File: src/rtl/image_hfilter_pkg.sv
// Shared types and the 1-2-1 tap arithmetic for the horizontal image filter.
package image_hfilter_pkg;

    typedef logic [7:0] pixel_t;

    typedef struct packed {
        pixel_t r;
        pixel_t g;
        pixel_t b;
    } rgb_t;

    localparam int unsigned ROUND = 2;

    // (l + 2c + r + ROUND) >> 2 in 10 bits; the maximum of 1022 fits, so no saturation.
    function automatic pixel_t tap121(input pixel_t l, input pixel_t c, input pixel_t r);
        logic [9:0] sum;
        sum = {2'b00, l} + {1'b0, c, 1'b0} + {2'b00, r} + 10'(ROUND);
        return sum[9:2];
    endfunction

endpackage

File: src/rtl/hfilter_tap3.sv
// One channel of one pixel: combinational 1-2-1 smoothing with rounding.
module hfilter_tap3 import image_hfilter_pkg::*; (
    input  pixel_t left_i,
    input  pixel_t center_i,
    input  pixel_t right_i,
    output pixel_t y_o
);

    assign y_o = tap121(left_i, center_i, right_i);

endmodule

File: src/rtl/image_hfilter.sv
// Streaming horizontal 1-2-1 filter on a two-pixels-per-clock RGB stream.
// Each accepted pair waits in a pending register until its right neighbour
// arrives (next pair) or, for the last pair of a line, flushes by itself.
module image_hfilter import image_hfilter_pkg::*; #(
    parameter int unsigned WIDTH  = 768,
    parameter int unsigned HEIGHT = 512
) (
    input  logic       HCLK,
    input  logic       HRESET,
    input  logic       EN_FILTER,
    input  logic       VSYNC_IN,
    input  logic       HSYNC_IN,
    input  logic [7:0] DATA_R0_IN,
    input  logic [7:0] DATA_G0_IN,
    input  logic [7:0] DATA_B0_IN,
    input  logic [7:0] DATA_R1_IN,
    input  logic [7:0] DATA_G1_IN,
    input  logic [7:0] DATA_B1_IN,
    output logic       VSYNC,
    output logic       HSYNC,
    output logic [7:0] DATA_R0,
    output logic [7:0] DATA_G0,
    output logic [7:0] DATA_B0,
    output logic [7:0] DATA_R1,
    output logic [7:0] DATA_G1,
    output logic [7:0] DATA_B1,
    output logic       FRAME_DONE
);

    localparam int unsigned PAIRS = WIDTH / 2;
    localparam int unsigned PW    = (PAIRS > 1) ? $clog2(PAIRS) : 1;
    localparam int unsigned LW    = (HEIGHT > 1) ? $clog2(HEIGHT) : 1;

    rgb_t          pend0_q, pend0_d, pend1_q, pend1_d;
    logic          pend_vld_q, pend_vld_d, pend_last_q, pend_last_d, pend_en_q, pend_en_d;
    rgb_t          left_q, left_d;
    logic [PW-1:0] pair_cnt_q, pair_cnt_d;
    logic [LW-1:0] line_cnt_q, line_cnt_d;
    rgb_t          out0_q, out0_d, out1_q, out1_d;
    logic          hsync_q, hsync_d, fd_arm_q, fd_arm_d, frame_done_q, frame_done_d;
    logic [1:0]    vsync_q, vsync_d;

    rgb_t   in0, in1, right, filt0, filt1;
    pixel_t f0_r, f0_g, f0_b, f1_r, f1_g, f1_b;
    logic   trig;

    assign in0   = '{r: DATA_R0_IN, g: DATA_G0_IN, b: DATA_B0_IN};
    assign in1   = '{r: DATA_R1_IN, g: DATA_G1_IN, b: DATA_B1_IN};
    // The last pair of a line replicates its own odd pixel as the right neighbour.
    assign right = pend_last_q ? pend1_q : in0;
    assign trig  = pend_vld_q && (HSYNC_IN || pend_last_q);

    hfilter_tap3 u_tap_r0 (.left_i(left_q.r),  .center_i(pend0_q.r), .right_i(pend1_q.r), .y_o(f0_r));
    hfilter_tap3 u_tap_g0 (.left_i(left_q.g),  .center_i(pend0_q.g), .right_i(pend1_q.g), .y_o(f0_g));
    hfilter_tap3 u_tap_b0 (.left_i(left_q.b),  .center_i(pend0_q.b), .right_i(pend1_q.b), .y_o(f0_b));
    hfilter_tap3 u_tap_r1 (.left_i(pend0_q.r), .center_i(pend1_q.r), .right_i(right.r),   .y_o(f1_r));
    hfilter_tap3 u_tap_g1 (.left_i(pend0_q.g), .center_i(pend1_q.g), .right_i(right.g),   .y_o(f1_g));
    hfilter_tap3 u_tap_b1 (.left_i(pend0_q.b), .center_i(pend1_q.b), .right_i(right.b),   .y_o(f1_b));

    assign filt0 = '{r: f0_r, g: f0_g, b: f0_b};
    assign filt1 = '{r: f1_r, g: f1_g, b: f1_b};

    // Next-state: flush the pending pair on trigger, then capture a new pair if offered.
    always_comb begin
        pend0_d      = pend0_q;
        pend1_d      = pend1_q;
        pend_vld_d   = pend_vld_q;
        pend_last_d  = pend_last_q;
        pend_en_d    = pend_en_q;
        left_d       = left_q;
        pair_cnt_d   = pair_cnt_q;
        line_cnt_d   = line_cnt_q;
        out0_d       = out0_q;
        out1_d       = out1_q;
        hsync_d      = trig;
        fd_arm_d     = 1'b0;
        frame_done_d = fd_arm_q;
        vsync_d      = {vsync_q[0], VSYNC_IN};

        if (trig) begin
            pend_vld_d = 1'b0;
            left_d     = pend1_q;
            out0_d     = pend_en_q ? filt0 : pend0_q;
            out1_d     = pend_en_q ? filt1 : pend1_q;
            if (pend_last_q) begin
                if (line_cnt_q == LW'(HEIGHT - 1)) begin
                    line_cnt_d = '0;
                    fd_arm_d   = 1'b1;
                end else begin
                    line_cnt_d = line_cnt_q + 1'b1;
                end
            end
        end

        // Capture after the flush so a new line's first pair can coincide with the old line's flush.
        if (HSYNC_IN) begin
            pend0_d    = in0;
            pend1_d    = in1;
            pend_en_d  = EN_FILTER;
            pend_vld_d = 1'b1;
            if (pair_cnt_q == '0) begin
                left_d = in0;
            end
            if (pair_cnt_q == PW'(PAIRS - 1)) begin
                pair_cnt_d  = '0;
                pend_last_d = 1'b1;
            end else begin
                pair_cnt_d  = pair_cnt_q + 1'b1;
                pend_last_d = 1'b0;
            end
        end
    end

    // State and output registers, cleared asynchronously.
    always_ff @(posedge HCLK or posedge HRESET) begin
        if (HRESET) begin
            pend0_q      <= '0;
            pend1_q      <= '0;
            pend_vld_q   <= 1'b0;
            pend_last_q  <= 1'b0;
            pend_en_q    <= 1'b0;
            left_q       <= '0;
            pair_cnt_q   <= '0;
            line_cnt_q   <= '0;
            out0_q       <= '0;
            out1_q       <= '0;
            hsync_q      <= 1'b0;
            fd_arm_q     <= 1'b0;
            frame_done_q <= 1'b0;
            vsync_q      <= '0;
        end else begin
            pend0_q      <= pend0_d;
            pend1_q      <= pend1_d;
            pend_vld_q   <= pend_vld_d;
            pend_last_q  <= pend_last_d;
            pend_en_q    <= pend_en_d;
            left_q       <= left_d;
            pair_cnt_q   <= pair_cnt_d;
            line_cnt_q   <= line_cnt_d;
            out0_q       <= out0_d;
            out1_q       <= out1_d;
            hsync_q      <= hsync_d;
            fd_arm_q     <= fd_arm_d;
            frame_done_q <= frame_done_d;
            vsync_q      <= vsync_d;
        end
    end

    assign VSYNC      = vsync_q[1];
    assign HSYNC      = hsync_q;
    assign DATA_R0    = out0_q.r;
    assign DATA_G0    = out0_q.g;
    assign DATA_B0    = out0_q.b;
    assign DATA_R1    = out1_q.r;
    assign DATA_G1    = out1_q.g;
    assign DATA_B1    = out1_q.b;
    assign FRAME_DONE = frame_done_q;

endmodule

File: config.mk
export PLATFORM = sky130hd
export DESIGN_NAME = image_hfilter
export DESIGN_NICKNAME = d
export VERILOG_FILES = /design/src/rtl/image_hfilter_pkg.sv /design/src/rtl/hfilter_tap3.sv /design/src/rtl/image_hfilter.sv
export SDC_FILE = /design/constraint.sdc
export NUM_CORES = 1
export LEC_CHECK = 0
export ABC_AREA = 1
export CORE_MARGIN = 2
export CORE_UTILIZATION = 55
export CTS_BUF_LIST = sky130_fd_sc_hd__clkbuf_4 sky130_fd_sc_hd__clkbuf_8
export DETAILED_ROUTE_END_ITERATION = 8
export PLACE_DENSITY = 0.8
export SYNTH_ARGS = -nofsm -noshare
export SYNTH_HDL_FRONTEND = slang
export SYNTH_SLANG_ARGS = --single-unit
File: constraint.sdc
create_clock -name HCLK -period 8.07 [get_ports HCLK]
set_input_delay 0.807 -clock HCLK [delete_from_list [all_inputs] [get_ports HCLK]]
set_output_delay 0.807 -clock HCLK [all_outputs]
set_load 0.02 [all_outputs]
; ---- Yosys cells after proc, flatten, opt, wreduce, memory -nomap -nowiden
; Index checks and enable logic that the tools add are counted.
[word_totals]
ff_bits = 146
in_bits = 53
out_inout_bits = 51
wordCells = 65
[op_classes]
add_sub_neg = 20
n_eq_ne = 2
mux = 14
n_reduce_logical = 5
[ops]
columns = cell, n
row1 = $mux 24, 6
row2 = $add 10x2->10 const B, 6
row3 = $add 10x8->10, 6
row4 = $add 8x9->10, 6
row5 = $add 9x1->9 const B, 2
row6 = $eq 9x9->1 const B, 2
row7 = $mux 9, 2
row8 = $logic_not 9->1, 1
row9 = $mux 1, 6
row10 = $reduce_and 2->1, 1
row11 = $reduce_bool 2->1, 1
row12 = $logic_and 1x1->1, 1
row13 = $logic_or 1x1->1, 1

; ---- Depth between registers and ports, before layout
; Gate-level depths: netlist of the first run.
[logic_depth]
word_depth = 5
mapped_depth = 16
ltp_nobuf = 14

; ---- By module
; From an unflattened synthesis of the first run, not the netlist that was laid out.
[hier_totals]
hier_cells = 1357
hier_area_um2 = 10022.1
[by_module_without_submodules]
columns = module, instances, cells_per_inst, area_per_inst_um2, seq_area_each_um2
row1 = image_hfilter, 1, 811, 6678.9, 3653.5
row2 = hfilter_tap3 (u_tap_b0 ...), 4, 91, 555.5, 0.0
row3 = hfilter_tap3 (u_tap_b1), 1, 91, 561.8, 0.0
row4 = hfilter_tap3 (u_tap_r1), 1, 91, 559.3, 0.0

; ---- Least setup slack after synthesis of the first run
; No wires, ideal clock.
[synth_path]
path_type = input -> register
from = input port DATA_G0_IN[5]
to = register out1_q, in the netlist DATA_G1[6]
setup_time_ns = 0.117
t_arrival_ns = 2.391
t_required_ns = 7.953
slack_ns = 5.563
path_stages = 11
path_buffers = 0
cell_sequence = inv_1 o21ai_0 fa_1 ha_1 inv_1 o21ai_0 a31oi_1 nand3_1 nand3_1 nand2_1 nand2_1
[synth_between]
elab_chain_cells = 4
[synth_lines]
columns = element, line_no
row1 = "start, declared", image_hfilter.sv:14  ; input logic [7:0] DATA_G0_IN,
row2 = $mux 24, image_hfilter.sv:50  ; assign right = pend_last_q ? pend1_q : in0;
row3 = $add 10x8->10, image_hfilter_pkg.sv:17  ; sum = {2'b00, l} + {1'b0, c, 1'b0} + {2'b00, r} + 10'(ROUND);
row4 = $add 10x2->10, image_hfilter_pkg.sv:17
row5 = $mux 24, image_hfilter.sv:84  ; out1_d = pend_en_q ? filt1 : pend1_q;
row6 = "end signal, assigned", image_hfilter.sv:141  ; out1_q <= out1_d;
row7 = "end, declared", image_hfilter.sv:39  ; rgb_t out0_q, out0_d, out1_q, out1_d;
; No other way between the ends.
; A chain may end at the register's enable or synchronous reset.

==> impl.org, run 1 <==
** Clock tree
- Buffers inserted during post-CTS setup optimization :: 0
- Number of clock sinks :: between 100 and 150
- Clock Pin Slew Worst Setup and Hold Paths :: about 80 ps
- CTS tree :: done
- # resized after CTS :: 0
- Clock tree synthesis selected as its root buffer the cell sky130_fd_sc_hd__clkbuf_8.
- Maximum level of the CTS H-tree :: 4
- In this run the deepest clock path goes through 2 buffers.
- After clock tree synthesis, the flow added hold-fix buffers numbering 0.
- Clock tree synthesis inserted a total of 17 buffers.
- Latest clock arrival within the worst-skew pair :: 460 ps

** Floorplan
- The die covers between 0.015 and 0.02 mm^2.
- Initial core utilization :: a little under three fifths
- Die H :: between 100 and 150 um
- Pin placement for this block handled ~100 I/O pins.
- Core area :: 0.01670 mm^2
- Row generation in the floorplan step produced 47 rows.
- From left edge to right edge, the die measures ~140 um.

** Final layout
- Final core utilization :: roughly two thirds
- Excluding fillers, the count of instances in the completed layout stands at between 1500 and 2000.
- Antenna diode count :: 0
- Cells with a size suffix above 1 make up under 10% of the layout.
- Relative area change from synthesis to final layout :: 16.77%
- The net count of the finished layout is between 1000 and 1500.

** Power
- Overall power consumption after layout is estimated at around 2.6 mW.
- Static Leak :: about 5.5 nW
- IR drop worst, VDD :: approximately 0.15 mV
- Dividing total power by cell area gives a power density of 239.5 mW/mm^2.

** Timing
- After routing, the total negative slack on setup checks comes to 0 ps.
- Worst Hold Margin :: approximately 350 ps
- Number of pins exceeding their max-slew limit in the final report :: 0
- For this run, the top clock speed supported by timing is approximately 310 MHz.
- For the pin with the worst max-slew slack, the measured transition is 1081 ps.
- Number of failing setup endpoints in the final timing report :: 0
- Headroom to the max-slew limit came out at 27.85%.
- Of the available clock period, the critical path in the final layout requires between 30 and 40%.
- Setup repair after global routing left no endpoint under its margin.
- Final number of hold-violating endpoints :: 0
- For the finished layout, the period the worst path requires is 3193 ps.
- The clock arrives with between 10 and 15 ps of skew.

** Synth
- In the synthesized netlist the async set-or-reset flop fraction comes to 100.0%.
- Ranked by instance count, the synthesized netlist is headed by 329 x sky130_fd_sc_hd__nand2_1, 167 x sky130_fd_sc_hd__inv_1, 146 x sky130_fd_sc_hd__dfrtp_1.
- Area of the mapped netlist :: around 0.0095 mm^2
- Fraction of synthesized area in multiplexers :: 0%
- Share of the synthesized netlist area taken by xor and xnor gates :: around 1.5%
- Sequential fraction of the synthesis area :: 38.55%
- Post-synthesis share of cell area spent on and, or, nand and nor gates :: about a fifth
- Largest area contributor in the netlist :: sky130_fd_sc_hd__dfrtp_1
- The synthesized netlist devotes 15.39% of its cell area to adder and majority cells.
- In this run the mean area of a mapped cell was about 7.7 um^2.
- Synth warn :: 0
- After technology mapping, the gate count stands at around 1200.
- The synthesized netlist devotes between 15 and 20% of its cell area to compound gates.
- Count of state elements after synthesis :: between 100 and 150
- By area the synthesized netlist is led by sky130_fd_sc_hd__dfrtp_1 39%, sky130_fd_sc_hd__nand2_1 13%, sky130_fd_sc_hd__ha_1 7.8%.
- The most used flip-flop cell after synthesis is sky130_fd_sc_hd__dfrtp_1.
- Fraction of synthesized cell area taken by the top area cell type :: about two fifths
- The synthesized netlist contains 28 unique library cells.
- In the post-synthesis netlist, the cell with the most instances is sky130_fd_sc_hd__nand2_1.
- Main combinational cell family by area after synthesis :: simple AND/OR/NAND/NOR gates
- Number of enable flip-flop cells after synthesis :: 0
- The number of nets handed over by synthesis was ~1400.

** Hold path
- Path category of the worst min-delay check :: reg -> reg
- Hold Startpoint :: fd_arm_q

** Placement
- Quantity of I/O buffers inserted on ports :: 103
- The wire-length estimate of the detail-placed layout is around 16 mm.
- Cell count after placement :: between 1500 and 2000
- Final weighted congestion in routability-driven placement :: between 0.8 and 0.9

** Setup path
- Data required time of the critical path :: 8390 ps
- Walking the worst path, the cells encountered are buf_2 -> buf_4 -> inv_2 -> a21oi_4 -> clkinv_2 -> buf_4 -> nand2_1 -> o21ai_0 -> nand2_1 -> o21ai_0.
- Crit Reg-Reg Startpoint :: pend_last_q
- Total buffers and inverters traversed by the critical path :: 5
- Standard cell with the maximum stage delay on the critical path :: sky130_fd_sc_hd__buf_4
- Gate family responsible for the most delay along the worst path :: buffers and inverters
- Tracing the worst setup path back leads to its startpoint at HSYNC_IN.
- End point of the critical path :: left_q[11]
- In this run the number of cells on the critical path is 10.
- On the worst path, the slowest cell contributes a delay of just over 600 ps.
- STA classifies the critical path endpoint as a flop.
- The worst setup path is launched from an input pin.
- For the worst setup path, the data arrival time is about 3500 ps.
- For the worst flop-to-flop path, the logic depth is 12.
- Internal reg-to-reg setup slack :: ~5000 ps
- Worst-path maximum fanout :: ~90
- The endpoint identified for the worst register-to-register timing path is DATA_G1[6].
- The setup path with the least slack is of type in -> reg.

** Global route
- Pin count of the biggest net entering global routing :: ~90
- Global Route met3 Usage :: under 10%
- The global routing stage identified its most utilized layer as met2.
- Grt ovf :: 0
- Met1 track demand over resource in global routing :: ~33%
- The via count of the first global-routing pass was roughly 8300.
- Wire length of the first global-routing pass :: between 30 and 40 mm
- Number of antenna violations at the first check in global routing :: 0
- Met2 track demand over resource in global routing :: 48.00%
- Overall Global Routing Usage :: between 20% and 30%

** Route
- In this run, the number of DRC markers left after iteration 0 of detailed routing was between 300 and 400.
- Drc violations :: 0
- Post-detailed-route via-to-cell ratio :: around 5.5
- Total routed wirelength :: 23.07 mm
- Vias after detailed routing :: around 8500
- In the final routed layout, each cell accounts on average for between 10 and 15 um.
- Drt first pass iters :: 5
- Remaining antenna violation count :: 0

** Outcome
- Status :: finished, final reports clean

** Job
- Max capacitance violation total :: 0
[flip-flops by register name, summed over array words and instances, names as in the netlist, 2 cells and up]
| name | cells |
|---|---|
| DATA_B1 | 8 |
| pend1_q | 24 |
| DATA_G1 | 8 |
| left_q | 24 |
| DATA_R0 | 8 |
| DATA_G0 | 8 |
| DATA_B0 | 8 |
| DATA_R1 | 8 |
| pair_cnt_q | 9 |
| vsync_q | 2 |
| pend0_q | 24 |
| line_cnt_q | 9 |
[through the flow]
stage	setup WS (ps)	instance area (um^2)
after floorplan	3340	9477
after global placement	4619	10640
after detailed placement	4467	10640
after CTS	4967	11070
after global routing	4655	11070
final	4877	11070
[worst min path at each step]
stage                             to  cells after the start  slack, ps
final                     FRAME_DONE                      0        350
after global routing      FRAME_DONE                      0        360
after CTS                 FRAME_DONE                      0        350
after detailed placement  FRAME_DONE                      0        340
after global placement    FRAME_DONE                      0        330
after floorplan           FRAME_DONE                      0        330
[worst register-to-register path, cell delays in order (launching register included)]
cell,delay [ps]
sky130_fd_sc_hd__dfrtp_1,710
sky130_fd_sc_hd__buf_4,420
sky130_fd_sc_hd__nand2_1,100
sky130_fd_sc_hd__o21ai_0,100
sky130_fd_sc_hd__fa_1,460
sky130_fd_sc_hd__ha_1,350
sky130_fd_sc_hd__inv_1,80
sky130_fd_sc_hd__o21ai_0,270
sky130_fd_sc_hd__a31oi_1,180
sky130_fd_sc_hd__nand3_1,120
sky130_fd_sc_hd__nand3_1,90
sky130_fd_sc_hd__nand2_1,90
sky130_fd_sc_hd__nand2_1,50
[cell families after synthesis]
logic type,Yosys count
adders and majority gates,95
xor gates and xnor gates,16
AOI/OAI and AO/OA,283
and+or+nand+nor,472
buffers and inverters,219
DFF,146
[metal layers]
layer  wire, um  up-vias
met5          0        -
met2      11950      266
met3       1267       47
met1       9300     4043
li1           -     4139
met4        548        0
[layout make-up]
type                    count  area [um^2]
fillers                  1452         5635
well taps                 220        275.3
repair buffers            110         1079
clock buffers              21        270.3
clock inverters            11        160.2
multi-input cells         866         4980
inverters                 171        648.1
flip-flops and latches    146         3654
[power breakdown]
part / internal (mW) / switching [mW] / leakage, nW
logic: 0.432 / 0.629 / 3.50
registers: 0.848 / 0.109 / 1.78
clock network: 0.352 / 0.280 / 0.220
total: 1.63 / 1.02 / 5.50
[layout by cell type, fill, tap and decap left out, types with 3 or more instances in the layout]
master	count
sky130_fd_sc_hd__nand2_1	329
sky130_fd_sc_hd__inv_1	166
sky130_fd_sc_hd__dfrtp_1	146
sky130_fd_sc_hd__o21ai_0	142
sky130_fd_sc_hd__a21oi_1	113
sky130_fd_sc_hd__clkdlybuf4s50_1	102
sky130_fd_sc_hd__nand3_1	67
sky130_fd_sc_hd__ha_1	59
sky130_fd_sc_hd__nor2_1	51
sky130_fd_sc_hd__fa_1	36
sky130_fd_sc_hd__clkbuf_8	18
sky130_fd_sc_hd__xor2_1	15
sky130_fd_sc_hd__nor3_1	13
sky130_fd_sc_hd__a31oi_1	10
sky130_fd_sc_hd__nand4_1	9
sky130_fd_sc_hd__buf_4	7
sky130_fd_sc_hd__o21bai_1	6
sky130_fd_sc_hd__clkinv_2	6
sky130_fd_sc_hd__a211oi_1	4
sky130_fd_sc_hd__bufinv_16	4
sky130_fd_sc_hd__inv_2	3
sky130_fd_sc_hd__a21o_1	3
sky130_fd_sc_hd__clkbuf_4	3
No activity file was read; power rests on OpenSTA's default activity.
==> inputs of run 2 (changes only) <==
==> constraint.sdc (replaced) <==
create_clock -name HCLK -period 3.3 [get_ports HCLK]
set_input_delay 0.33 -clock HCLK [delete_from_list [all_inputs] [get_ports HCLK]]
set_output_delay 0.33 -clock HCLK [all_outputs]
set_load 0.02 [all_outputs]
==> run 2 against run 1 <==
  * Global-route usage is 0.26 points higher
  * Largest cell class unchanged
  * Worst hold slack got worse by 66 ps
  * Sequential share of layout area decreased by 0.16 points
  * Sequential power grew 140%
  * Cell count increased by 0.52%
==> impl.org, run 2 (synthesis results as in run 1) <==
** Clock tree
- # resized after CTS :: 0 (unchanged)
- The number of buffers added to fix hold violations after cts is 0 (unchanged).
- The H-tree depth came to 4 (unchanged).
- Buffers from clock root to sink, at most :: 2 (unchanged)
- CTS tree :: done (unchanged)
- The post-CTS setup-driven buffer insertion count came to 0 (unchanged).
- The clock transition at the registers of the reported paths is 90 ps (was 80 ps).
- The clock network latency to the later pin of the worst-skew pair is 470 ps (was 460 ps).
- Cts bufs inserted :: 17 (unchanged)
- The total number of clock tree sinks is 146 (unchanged).
- Cell chosen for the clock root :: sky130_fd_sc_hd__clkbuf_8 (unchanged)

** Floorplan
- Initial core utilization :: 56.74% (unchanged)
- Die H :: 135.3 um (unchanged)
- Core area :: 0.01670 mm^2 (unchanged)
- The full die area was 0.01830 mm^2 (unchanged).
- Number of core rows :: 47 (unchanged)
- The width of the chip came to 135.3 um (unchanged).
- I/O Pins :: 104 (unchanged)

** Global route
- The total routing resource utilization after global routing is 26.98% (was 26.73%).
- Vias in the first global route :: 8424 (was 8298)
- The initial antenna violation count was 0 (unchanged).
- Global Route met3 Usage :: 5.387% (was 3.666%)
- GR peak layer :: met2 (unchanged)
- The global routing met1 resource utilization came to 32.36% (was 32.55%).
- The global-route wire length before repair came to 39.01 mm (was 38.65 mm).
- Met2 track demand over resource in global routing :: 47.94% (was 48.00%)
- The global route total overflow is 0 (unchanged).
- Pin count of the biggest net entering global routing :: 92 (unchanged)

** Final layout
- Biggest regs: left_q x24, pend0_q x24, pend1_q x24 (unchanged).
- Fraction of final layout cells with drive strength greater than 1 :: 4.051% (was 3.472%)
- Filler Cell Count :: 1443 (was 1452)
- Highest-count cells in the layout ignoring fill and taps :: 329 x sky130_fd_sc_hd__nand2_1, 166 x sky130_fd_sc_hd__inv_1, 146 x sky130_fd_sc_hd__dfrtp_1 (unchanged)
- The synthesis-to-finish area growth is 17.32% (was 16.77%).
- Post-layout instance area :: 0.01112 mm^2 (was 0.01107 mm^2)
- The final net count came to 1468 (was 1460).
- Antenna diode count :: 0 (unchanged)
- The filler-free cell count of the finished design came to 1553 (was 1545).
- The most common library cell in the layout ignoring fill and taps was sky130_fd_sc_hd__nand2_1 (unchanged).

** Power
- IR drop worst, VDD :: 0.3143 mV (was 0.1504 mV)
- PwrDens :: 571.7 mW/mm^2 (was 239.5 mW/mm^2)
- The leakage power figure was 5.504 nW (was 5.496 nW).

** Timing
- Period minus WS final :: between 2000 and 3000 ps
- The final count of pins violating max slew is 0 (unchanged).
- The number of hold violations in the final report came to 0 (unchanged).
- Slew at the pin closest to its max-slew limit :: 958.6 ps (was 1081 ps)
- Unrepaired setup endpoints after global routing :: false (unchanged)
- Dividing the final minimum period by the clock period gives between 80 and 90%.
- Number of failing setup endpoints in the final timing report :: 0 (unchanged)
- The worst setup skew after layout came to 12.11 ps (was 10.49 ps).
- The max-slew headroom at the worst pin was 36.00% (was 27.85%).
- Summed negative setup slack over all endpoints :: 0 ps (unchanged)
- Highest Clock Rate :: between 300 and 400 MHz

** Placement
- Final weighted congestion in routability-driven placement :: 0.9309 (was 0.8555)
- Cell count after placement :: 1521 (was 1513)
- Dpl cell area :: 0.01073 mm^2 (was 0.01064 mm^2)
- The sum of net half-perimeters after detailed placement came to 16.54 mm (was 16.16 mm).
- The count of buffers inserted at the top-level ports came to 103 (unchanged).

** Setup path
- The highest fanout seen on the critical path was 36 (was 91).
- Type of element capturing the critical path :: flop (unchanged)
- Worst Path Class, Setup :: reg -> reg (was in -> reg)
- Data required time of the critical path :: 3660 ps (was 8390 ps)
- CP Launch Type :: flop (was input pin)
- The data arrival time at the worst-slack endpoint is 3230 ps (was 3510 ps).

** Route
- The post-detailed-routing wire length is 23.36 mm (was 23.07 mm).
- The number of violations reported at the end of detailed-routing iteration 0 is 553 (was 399).
- Drt first pass iters :: 7 (was 5)
- The total via count after detailed routing is 8504 (was 8495).
- Post-detailed-route via-to-cell ratio :: 5.476 (was 5.498)
- Remaining antenna violation count :: 0 (unchanged)
- The average wire per cell in the routed design is 15.04 um (was 14.93 um).
- The final routed DRC violation total came to 0 (unchanged).

** Hold path
- The path class of the lowest-slack min-delay path is in -> async (was reg -> reg).

** Outcome
- Status: finished, final reports clean (unchanged).

** Job
- Max capacitance violation total :: 0 (unchanged)
[run 2: cell types whose count changed in the layout (fill, tap and decap cells not counted)]
cell,before,now
sky130_fd_sc_hd__clkinvlp_4,2,6
sky130_fd_sc_hd__buf_4,7,12
sky130_fd_sc_hd__clkinv_4,0,2
sky130_fd_sc_hd__buf_12,0,3
sky130_fd_sc_hd__bufinv_16,4,1
sky130_fd_sc_hd__clkbuf_8,18,19
sky130_fd_sc_hd__clkbuf_4,3,0
sky130_fd_sc_hd__clkinv_2,6,2
sky130_fd_sc_hd__inv_6,1,4
[run 2: worst paths after layout]
path,from,end,slack [ps],cells after the start
worst max register to register,pend_last_q,DATA_B1[5],430,13
worst max-delay path,pend_last_q,DATA_B1[5],430,13
worst min register to register,vsync_q[0],vsync_q[1],370,0
worst min-delay path,HRESET,left_q[10],290,2
min in group HCLK,VSYNC_IN,vsync_q[0],290,1
max in group asynchronous,HRESET,DATA_B1[5],2140,3
[run 2: area by class of cell]
class                           instances  area [um^2]  share of cell area, %
Multi-Input combinational cell        866         4980                  44.79
Clock buffer                           19        261.5                  2.352
Inverter                              171        646.9                  5.818
Tap cell                              220        275.3                  2.476
Sequential cell                       146         3654                  32.86
Timing Repair Buffer                  118         1176                  10.58
Clock inverter                         13        125.1                  1.125
[run 2: report_power, final]
part           switching (mW)  internal [mW]  total, mW
logic                    1.54           1.09       2.63
registers               0.259           2.07       2.33
clock network           0.749          0.644       1.39
[run 2: critical path, cell delays in order (launching register included)]
cell and delay (ps):
sky130_fd_sc_hd__dfrtp_1 640, sky130_fd_sc_hd__buf_12 260, sky130_fd_sc_hd__nand2_1 70, sky130_fd_sc_hd__o21ai_0 120, sky130_fd_sc_hd__fa_1 480, sky130_fd_sc_hd__ha_1 360
sky130_fd_sc_hd__inv_1 120, sky130_fd_sc_hd__o21ai_0 110, sky130_fd_sc_hd__a21oi_1 230, sky130_fd_sc_hd__nand2_1 110, sky130_fd_sc_hd__nand2_1 70, sky130_fd_sc_hd__nand3_1 60
sky130_fd_sc_hd__nand2_1 80, sky130_fd_sc_hd__nand2_1 50
[run 2: per-layer routing]
| layer | share of wire [%] | wire [um] |
|---|---|---|
| met1 | 40 | 9437 |
| met5 | 0 | 0 |
| met4 | 2.7 | 629 |
| met2 | 51 | 11970 |
| met3 | 5.7 | 1325 |
[run 2: through the flow]
step                worst slack [ps]  hold slack [ps]  utilization, %  power (mW)
finish                         426.4            286.2           66.57       6.356
global route                   198.9            278.8           66.57       6.819
CTS                            513.3            279.8           66.57       6.366
detailed placement             494.0            345.1           64.26       4.965
global placement               558.3            331.6           64.26       4.886
floorplan                      835.1            331.2               -       4.096
